### src/rtl/gather8_pkg.sv
// Shared constants and types for the 8-sample gather front end.
package gather8_pkg;

  localparam int DATA_W   = 16;
  localparam int NUM_TAPS = 8;
  localparam int CNT_W    = 3;

  typedef logic signed [DATA_W-1:0] sample_t;
  typedef sample_t [NUM_TAPS-1:0]   frame_t;

  typedef enum logic {
    FILL,
    DONE
  } state_t;

endpackage

### src/rtl/gather8_bank.sv
// NUM_TAPS-entry register bank: indexed write port, all entries readable in parallel.
module gather8_bank
  import gather8_pkg::*;
#(
  parameter int DW = DATA_W
) (
  input  logic                         clk_i,
  input  logic                         rst_i,
  input  logic                         we_i,
  input  logic [CNT_W-1:0]             waddr_i,
  input  logic [DW-1:0]                wdata_i,
  output logic [NUM_TAPS-1:0][DW-1:0]  rdata_o
);

  logic [NUM_TAPS-1:0][DW-1:0] mem_q;

  always_ff @(posedge clk_i) begin
    if (rst_i) begin
      mem_q <= '0;
    end else if (we_i) begin
      mem_q[waddr_i] <= wdata_i;
    end
  end

  assign rdata_o = mem_q;

endmodule

### src/rtl/sample_gather8.sv
// Packs a serial sample stream into 8-wide frames a..h (a = oldest).
// SAMPLE_GATHER8_SLIDING_EN selects a sliding-window variant instead of block framing.
module sample_gather8
  import gather8_pkg::*;
#(
  parameter int DATA_W = 16,
  parameter int SA_W   = 8,
  parameter int SHIFT  = 1
) (
  input  logic                     Clk,
  input  logic                     Rst,
  input  logic signed [DATA_W-1:0] in_data,
  input  logic                     in_valid,
  output logic                     in_ready,
  output logic signed [DATA_W-1:0] a,
  output logic signed [DATA_W-1:0] b,
  output logic signed [DATA_W-1:0] c,
  output logic signed [DATA_W-1:0] d,
  output logic signed [DATA_W-1:0] e,
  output logic signed [DATA_W-1:0] f,
  output logic signed [DATA_W-1:0] g,
  output logic signed [DATA_W-1:0] h,
  output logic [SA_W-1:0]          sa,
  output logic                     out_valid,
  input  logic                     out_ready
);

  logic [NUM_TAPS-1:0][DATA_W-1:0] out_q, out_d;
  logic                            ov_q, ov_d;
  logic                            acc;

  assign sa = SA_W'(SHIFT);

`ifdef SAMPLE_GATHER8_SLIDING_EN
  logic [CNT_W:0] cnt_q, cnt_d;

  assign in_ready = !Rst && (!ov_q || out_ready);
  assign acc      = in_valid && in_ready;

  always_comb begin
    out_d = out_q;
    cnt_d = cnt_q;
    ov_d  = ov_q && !out_ready;
    if (acc) begin
      out_d = {in_data, out_q[NUM_TAPS-1:1]};
      cnt_d = (cnt_q == (CNT_W+1)'(NUM_TAPS)) ? cnt_q : cnt_q + 1'b1;
      ov_d  = (cnt_q >= (CNT_W+1)'(NUM_TAPS-1));
    end
  end
`else
  logic [CNT_W-1:0]                cnt_q, cnt_d;
  logic [NUM_TAPS-1:0][DATA_W-1:0] fill_w;
  logic                            last;
  state_t                          state;

  gather8_bank #(
    .DW (DATA_W)
  ) u_fill (
    .clk_i   (Clk),
    .rst_i   (Rst),
    .we_i    (acc),
    .waddr_i (cnt_q),
    .wdata_i (in_data),
    .rdata_o (fill_w)
  );

  assign last     = (cnt_q == CNT_W'(NUM_TAPS-1));
  // Only the 8th sample needs the output bank free; earlier ones land in the fill bank.
  assign in_ready = !Rst && !(last && ov_q && !out_ready);
  assign acc      = in_valid && in_ready;

  always_comb begin
    state = (acc && last) ? DONE : FILL;
    cnt_d = cnt_q;
    out_d = out_q;
    ov_d  = ov_q && !out_ready;
    if (acc) begin
      cnt_d = cnt_q + 1'b1;
    end
    case (state)
      DONE: begin
        out_d               = fill_w;
        out_d[NUM_TAPS-1]   = in_data;
        ov_d                = 1'b1;
      end
      default: ;
    endcase
  end
`endif

  always_ff @(posedge Clk) begin
    if (Rst) begin
      out_q <= '0;
      ov_q  <= 1'b0;
      cnt_q <= '0;
    end else begin
      out_q <= out_d;
      ov_q  <= ov_d;
      cnt_q <= cnt_d;
    end
  end

  assign a         = out_q[0];
  assign b         = out_q[1];
  assign c         = out_q[2];
  assign d         = out_q[3];
  assign e         = out_q[4];
  assign f         = out_q[5];
  assign g         = out_q[6];
  assign h         = out_q[7];
  assign out_valid = ov_q;

endmodule

### config.mk
export PLATFORM = sky130hd
export DESIGN_NAME = sample_gather8
export DESIGN_NICKNAME = d
export VERILOG_FILES = /design/src/rtl/gather8_pkg.sv /design/src/rtl/gather8_bank.sv /design/src/rtl/sample_gather8.sv
export SDC_FILE = /design/constraint.sdc
export NUM_CORES = 1
export LEC_CHECK = 0
export ABC_CLOCK_PERIOD_IN_PS = 5100
export CAP_MARGIN = 5
export CORE_ASPECT_RATIO = 1.5
export CORE_UTILIZATION = 50
export DETAILED_ROUTE_END_ITERATION = 8
export HOLD_SLACK_MARGIN = 0.05
export PLACE_DENSITY = 0.76
export SLEW_MARGIN = 20
export SYNTH_ARGS = -nofsm -noshare
export SYNTH_HDL_FRONTEND = slang
export SYNTH_SLANG_ARGS = --single-unit
### constraint.sdc
create_clock -name Clk -period 5.1 [get_ports Clk]
set_input_delay 0.51 -clock Clk [delete_from_list [all_inputs] [get_ports Clk]]
set_output_delay 0.51 -clock Clk [all_outputs]
set_load 0.005 [all_outputs]
==> impl_results.md, run 1 <==
* Final setup viols at 0
* GPL Wtd Cong at about 0.76
* TritonCTS Buffers at 22
* Clock sink total at roughly 240
* Unrepaired setup endpoints after global routing: no
* CP cell instances: buf_4 -> buf_4 -> nor2_1 -> clkdlybuf4s50_1
* Synth-to-Final Area Change at 22.9%
* Commonest non-fill, non-tap cell in the layout: dfxtp_1
* Worst Path Buf+Inv at 3
* Die W at roughly 110 um
* Critical path's most frequent cell: buf_4
* Largest family of logic cells by synthesized area: compound AO/OA/AOI/OAI gates
* #FFs+latches synth at between 200 and 250
* Vias in the first global route at 7467
* Number of max-cap violations at 0
* Pins Over Slew Limit at 0
* Postcts setup bufs at 0
* Status: finished clean
* Syn Std Cell Area at 9340 um^2
* Min-delay worst type: register to register
* Hold Vio Cnt, Final at 0
* Yosys warning count at 0
* Initial drt markers at 906
* Die height at between 150 and 200 um
* DR WL/cell at 18.8 um
* Final WL at ~26 mm
* Synth Area in Compound Gates at between 20% and 30%
* Drt first pass iters at 5
* Post-Synthesis Cells at approximately 1000
* Yosys cell types at 34
* Fraction of registers with async set or reset after synthesis at 0%
* Hpwl dp at around 15 mm
* Total gr overflow at 0
* CTS tree: done
* Final ANT Viol Nets at 0
* Worst setup path category: primary input to output pin
* Die area at slightly below 20000 um^2
* Leakage at 4.04 nW
* CP delay by family, top: buffers and inverters
* Worst relative slew slack at 26.9%
* H-tree depth at 1
* First-pass GRT wire length at around 40 mm
* Pwr/cell area at about 330 nW/um^2
* Adder-Cell Fraction of Synth Area at less than 1%
* Core footprint at 18100 um^2
* Period minus WS final at 2950 ps
* Post-synth EDFFs at 0
* Clock Latency Late Sink at 500 ps
* Cts repair resizes at 0
* Port bufs at 149
* Antenna violations before repair at 0
* Mux contribution to synthesized area at about 5.8%
* Fmax at between 300 and 400 MHz
* Clock-pin slew on the worst setup and hold paths at 60 ps
* Most frequent cells in the layout: 244 x dfxtp_1, 148 x clkdlybuf4s50_1, 137 x o21ai_0, 131 x nand3_1, 130 x a21oi_1
* CTS root buf: clkbuf_16
* I/O pin cnt at between 150 and 200
* Hold buffers post-CTS at 0
* Crit-path slowest cell: buf_4
* Layout net count at roughly 1100
* Proportion of layout cells with a drive suffix above 1 at around 6.1%
* CP peak stage delay at 680 ps
* Via/cell ratio at approximately 6.0
* CP Max Fanout at between 90 and 100
* Setup TNS at 0 ps
* Remaining DRCs at 0
* Synth Flop Type: dfxtp_1
* Critical Path RT at approximately 4600 ps
* Total track usage at a little over a quarter
* Synth Area per Inst at about 9.1 um^2
* Worst VDD drop at around 0.22 mV
* Register area share after synthesis at 52.3%
* Fillers at 1537
* Starting Density at 51.6%
* Crit. End Element: output pin
* Final period util at 57.8%
* Final setup skew at slightly above 6 ps
* Simple-Gate Fraction of Synth Area at approximately an eighth
* # diodes at 0
* Largest net degree at the start of global routing at 92
* XOR/XNOR share of the synthesized area at 0%
* # rows at 60
* Vias at between 8000 and 9000
* Final Total Pwr at 3.80 mW
* Data arrival, critical path at roughly 2400 ps
* CTS Buffer Depth at 3
* Worst-Margin Slew at 1090 ps
* Worst Setup Start Kind: primary input
-- layout make-up --
cell class / instances / area (um^2) / share of cell area (%)
Sequential cell: 244 / 4880 / 42.6
Multi-Input combinational cell: 662 / 3920 / 34.1
Timing Repair Buffer: 160 / 1570 / 13.7
Clock buffer: 36 / 694 / 6.05
Tap cell: 248 / 310 / 2.70
Clock inverter: 3 / 65.1 / 0.567
Inverter: 8 / 31.3 / 0.273
-- power breakdown --
group / leakage, nW / switching (mW) / total (mW) / internal [mW]
combinational: 1.70 / 0.101 / 0.137 / 0.0364
clock: 0.373 / 0.700 / 1.73 / 1.03
sequential: 1.97 / 0.0103 / 1.93 / 1.92
total: 4.04 / 0.811 / 3.80 / 2.99
-- metal layers --
metal	wire length, um	global-route usage, %	vias to the layer above	share of wire [%]
li1	-	-	3863	-
met1	11100	35.0	3924	43
met3	1170	2.93	60	4.6
met2	12400	42.4	302	48
met5	0	0	-	0
met4	974	11.7	0	3.8
-- final timing paths --
| kind | cells past startpoint | slack [ps] | startpoint | to |
|---|---|---|---|---|
| setup / recovery | 4 | 2150 | Rst | in_ready |
| hold / removal | 2 | 460 | u_fill.rdata_o[7] | u_fill.rdata_o[7] |
| setup reg to reg | 6 | 2290 | cnt_q[1] | f[15] |
| hold reg to reg | 2 | 460 | u_fill.rdata_o[7] | u_fill.rdata_o[7] |
-- through the flow --
stage          instance area (um^2)  std cells  setup WS (ps)  hold slack (ps)  utilization, %
6_report                      11500       1361           2150              462            63.4
5_1_grt                       11500       1361           1990              477            63.4
4_1_cts                       11500       1361           2110              463            63.4
3_5_place_dp                  10700       1322           1900              454            59.2
3_3_place_gp                  10700       1322           1960              445            59.2
2_1_floorplan                  9360       1036           3120              438               -
-- synthesized netlist by cell type (7+ instances only) --
cell	instances	share of area, %
buf_2	9	0.48
a31o_2	12	1.1
dfxtp_1	244	52
buf_1	13	0.52
mux2i_1	50	5.4
clkbuf_1	86	3.5
nor4_1	10	0.67
nand2_1	64	2.6
o311ai_1	32	3.0
o31ai_1	30	2.4
o311ai_0	16	1.5
a21oi_1	130	7.0
inv_1	8	0.32
nor2b_1	7	0.47
o21ai_1	8	0.43
buf_4	10	0.80
nand3_1	131	7.0
o21ai_0	137	7.3
-- worst min-delay path, cell delays in order, from the launching register on --
cell     delay [ps]
dfxtp_1         310
nand2_1          50
mux2i_1          50
-- state kept, by name, indices dropped and copies added, names as in the netlist --
name	flops
h	16
b	16
f	16
a	16
g	16
u_fill.rdata_o	112
cnt_q	3
out_valid	1
d	16
e	16
c	16
-- cells by family after synthesis --
logic type,count (synthesis)
other,2
AND/OR/NAND/NOR,233
buffers and inverters,130
adder cells (fa/ha/maj),2
multiplexers,54
AO/OA/AOI/OAI,365
flip-flops,244
No activity file was read; power rests on OpenSTA's default activity.
==> run 2, diff against run 1 <==
--- a/config.mk
+++ b/config.mk
@@ -5,7 +5,7 @@
 export SDC_FILE = /design/constraint.sdc
 export NUM_CORES = 1
 export LEC_CHECK = 0
-export ABC_CLOCK_PERIOD_IN_PS = 5100
+export ABC_CLOCK_PERIOD_IN_PS = 3100
 export CAP_MARGIN = 5
 export CORE_ASPECT_RATIO = 1.5
 export CORE_UTILIZATION = 50
==> constraint.sdc (replaced) <==
create_clock -name Clk -period 3.1 [get_ports Clk]
set_input_delay 0.31 -clock Clk [delete_from_list [all_inputs] [get_ports Clk]]
set_output_delay 0.31 -clock Clk [all_outputs]
set_load 0.005 [all_outputs]
==> impl_results.md, run 2 (synthesis gave the netlist of run 1 again) <==
* Worst setup path category: register to output pin
* Final Core Density at 64.0% (+0.62 points)
* CTS Buffer Depth at 3 (unchanged)
* TritonCTS Buffers at 23 (+4.5%)
* Port bufs at 149 (unchanged)
* Die W at 114 um (unchanged)
* Multi-input gate area at 3920 um^2 (unchanged)
* Final WL at 25.6 mm (about the same)
* Postcts setup bufs at 0 (unchanged)
* Total gr overflow at 0 (unchanged)
* Reg2Reg Setup Slack at 880 ps (-1410 ps)
* Clock-pin slew on the worst setup and hold paths at 60 ps (about the same)
* Hold Vio Cnt, Final at 0 (unchanged)
* Worst Setup Start Kind: register
* Cts repair resizes at 0 (unchanged)
* Hpwl dp at 15.5 mm (+2.8%)
* R2R cell count at 5 (-1)
* CTS tree: done
* Starting Density at 51.6% (unchanged)
* Core footprint at 18100 um^2 (unchanged)
* # rows at 60 (unchanged)
* Via/cell ratio at 6.01 (+0.36%)
* Fmax at around 370 MHz
* Vias at 8220 (+0.87%)
* Max reg flops at 112 (unchanged)
* DR WL/cell at 18.7 um (-0.52%)
* Hold Crit Endpoint: cnt_q[0]
* Leakage at 4.08 nW (+1.0%)
* Clock sink total at 244 (unchanged)
* Drt first pass iters at 5 (unchanged)
* Number of max-cap violations at 0 (unchanged)
* Worst VDD drop at 0.464 mV (+110%)
* First-pass GRT wire length at 40.2 mm (-0.45%)
* Period minus WS final at ~2700 ps
* Worst relative slew slack at 31.3% (+4.3 points)
* Unrepaired setup endpoints after global routing: no
* Total track usage at 26.1% (-0.045 points)
* Reg-to-reg endpoint: u_fill.rdata_o[16]
* Critical Path RT at 2790 ps (-1800 ps)
* Status: finished clean
* Setup TNS at 0 ps (unchanged)
* Vias in the first global route at 7597 (+1.7%)
* Worst R2R Start: cnt_q[0]
* Layout net count at 1129 (+0.80%)
* H-tree depth at 1 (unchanged)
* Worst Hold Depth at 2 (unchanged)
* Final period util at between 80% and 90%
* Initial drt markers at 687 (-24%)
* Register area at 4880 um^2 (unchanged)
* Most frequent cells in the layout: 244 x dfxtp_1, 148 x clkdlybuf4s50_1, 137 x o21ai_0, 131 x nand3_1, 130 x a21oi_1
* Min-delay worst type: primary input to register
* Synth-to-Final Area Change at 24.1%
* Final setup skew at 6.47 ps (+0.410 ps)
* Fillers at 1536 (-0.065%)
* Antenna violations before repair at 0 (unchanged)
* Clock Latency Late Sink at 500 ps (about the same)
* CP Max Fanout at 15 (-84%)
* Die height at 169 um (unchanged)
* Worst Hold Launch: Rst
* Final setup viols at 0 (unchanged)
* Pins Over Slew Limit at 0 (unchanged)
* Remaining DRCs at 0 (unchanged)
* Final ANT Viol Nets at 0 (unchanged)
* Crit. End Element: output pin
* Hold buffers post-CTS at 0 (unchanged)
* GPL Wtd Cong at 0.822 (+7.9%)
* CTS root buf: clkbuf_16
* Worst-Margin Slew at 1030 ps (-64.4 ps)
* I/O pin cnt at 158 (unchanged)
* # diodes at 0 (unchanged)
* Commonest non-fill, non-tap cell in the layout: dfxtp_1
* Data arrival, critical path at 2370 ps (-70 ps)
* Pwr/cell area at 531 nW/um^2 (+60%)
* Largest net degree at the start of global routing at 122 (+33%)
* Proportion of layout cells with a drive suffix above 1 at 6.70% (+0.59 points)
* Die area at 19200 um^2 (unchanged)
-- run 2: cell types whose count changed in the layout (fill, tap and decap cells not counted) --
cell        change
buf_4           +1
clkbuf_8        -4
buf_12          +7
clkinvlp_4      +2
clkinv_2        +1
-- run 2: per-layer routing --
metal	GRT usage [%]	up-vias	part of all wire [%]
met5	0	-	0
met4	10.2	0	3.2
met3	3.82	59	5.6
met2	43.2	289	48
met1	34.2	3988	43
li1	-	3884	-
-- run 2: final cells by class --
cell class / instances / share of cell area, %
multi-input cells: 662 / 33.8
flip-flops and latches: 244 / 42.2
repair buffers: 168 / 14.8
inverters: 8 / 0.270
well taps: 248 / 2.68
clock buffers: 32 / 5.52
clock inverters: 6 / 0.734
-- run 2: report_power, final --
group          switching (mW)  total, mW  internal [mW]
registers              0.0169       3.18           3.16
logic                   0.170      0.234         0.0641
clock network            1.14       2.74           1.60
total                    1.32       6.15           4.83
-- run 2: critical path, cell delays in order, from the launching register on --
cell and delay (ps):
dfxtp_1 380, ha_1 230, ha_1 230, and3b_2 340, nor2_1 170, clkdlybuf4s50_1 520
-- run 2: how the worst max path moves through the flow --
stage              from             endpoint  slack [ps]
2_1_floorplan  cnt_q[0]   u_fill.rdata_o[48]        1300
3_3_place_gp   in_valid  u_fill.rdata_o[101]         730
4_1_cts        cnt_q[0]             in_ready         440
6_report       cnt_q[0]             in_ready         420
3_5_place_dp   in_valid   u_fill.rdata_o[33]         660
5_1_grt        cnt_q[1]             in_ready         320
-- run 2: per-stage QoR --
step / worst slack, ps / area, um^2 / cells / hold WS, ps / power [mW]
6_report: 419 / 11600 / 1368 / 312 / 6.15
5_1_grt: 323 / 11600 / 1368 / 312 / 6.32
4_1_cts: 441 / 11600 / 1368 / 279 / 6.18
3_5_place_dp: 657 / 10900 / 1330 / 453 / 3.48
3_3_place_gp: 733 / 10900 / 1330 / 446 / 3.47
2_1_floorplan: 1300 / 9360 / 1036 / 435 / 3.39
==> run 3, diff against run 2 <==
--- a/config.mk
+++ b/config.mk
@@ -10,6 +10,7 @@
 export CORE_ASPECT_RATIO = 1.5
 export CORE_UTILIZATION = 50
 export DETAILED_ROUTE_END_ITERATION = 8
+export GPL_TIMING_DRIVEN = 1
 export HOLD_SLACK_MARGIN = 0.05
 export PLACE_DENSITY = 0.76
 export SLEW_MARGIN = 20
==> results of run 3 <==
Final layout, timing and power as in run 2 (identical DEF).
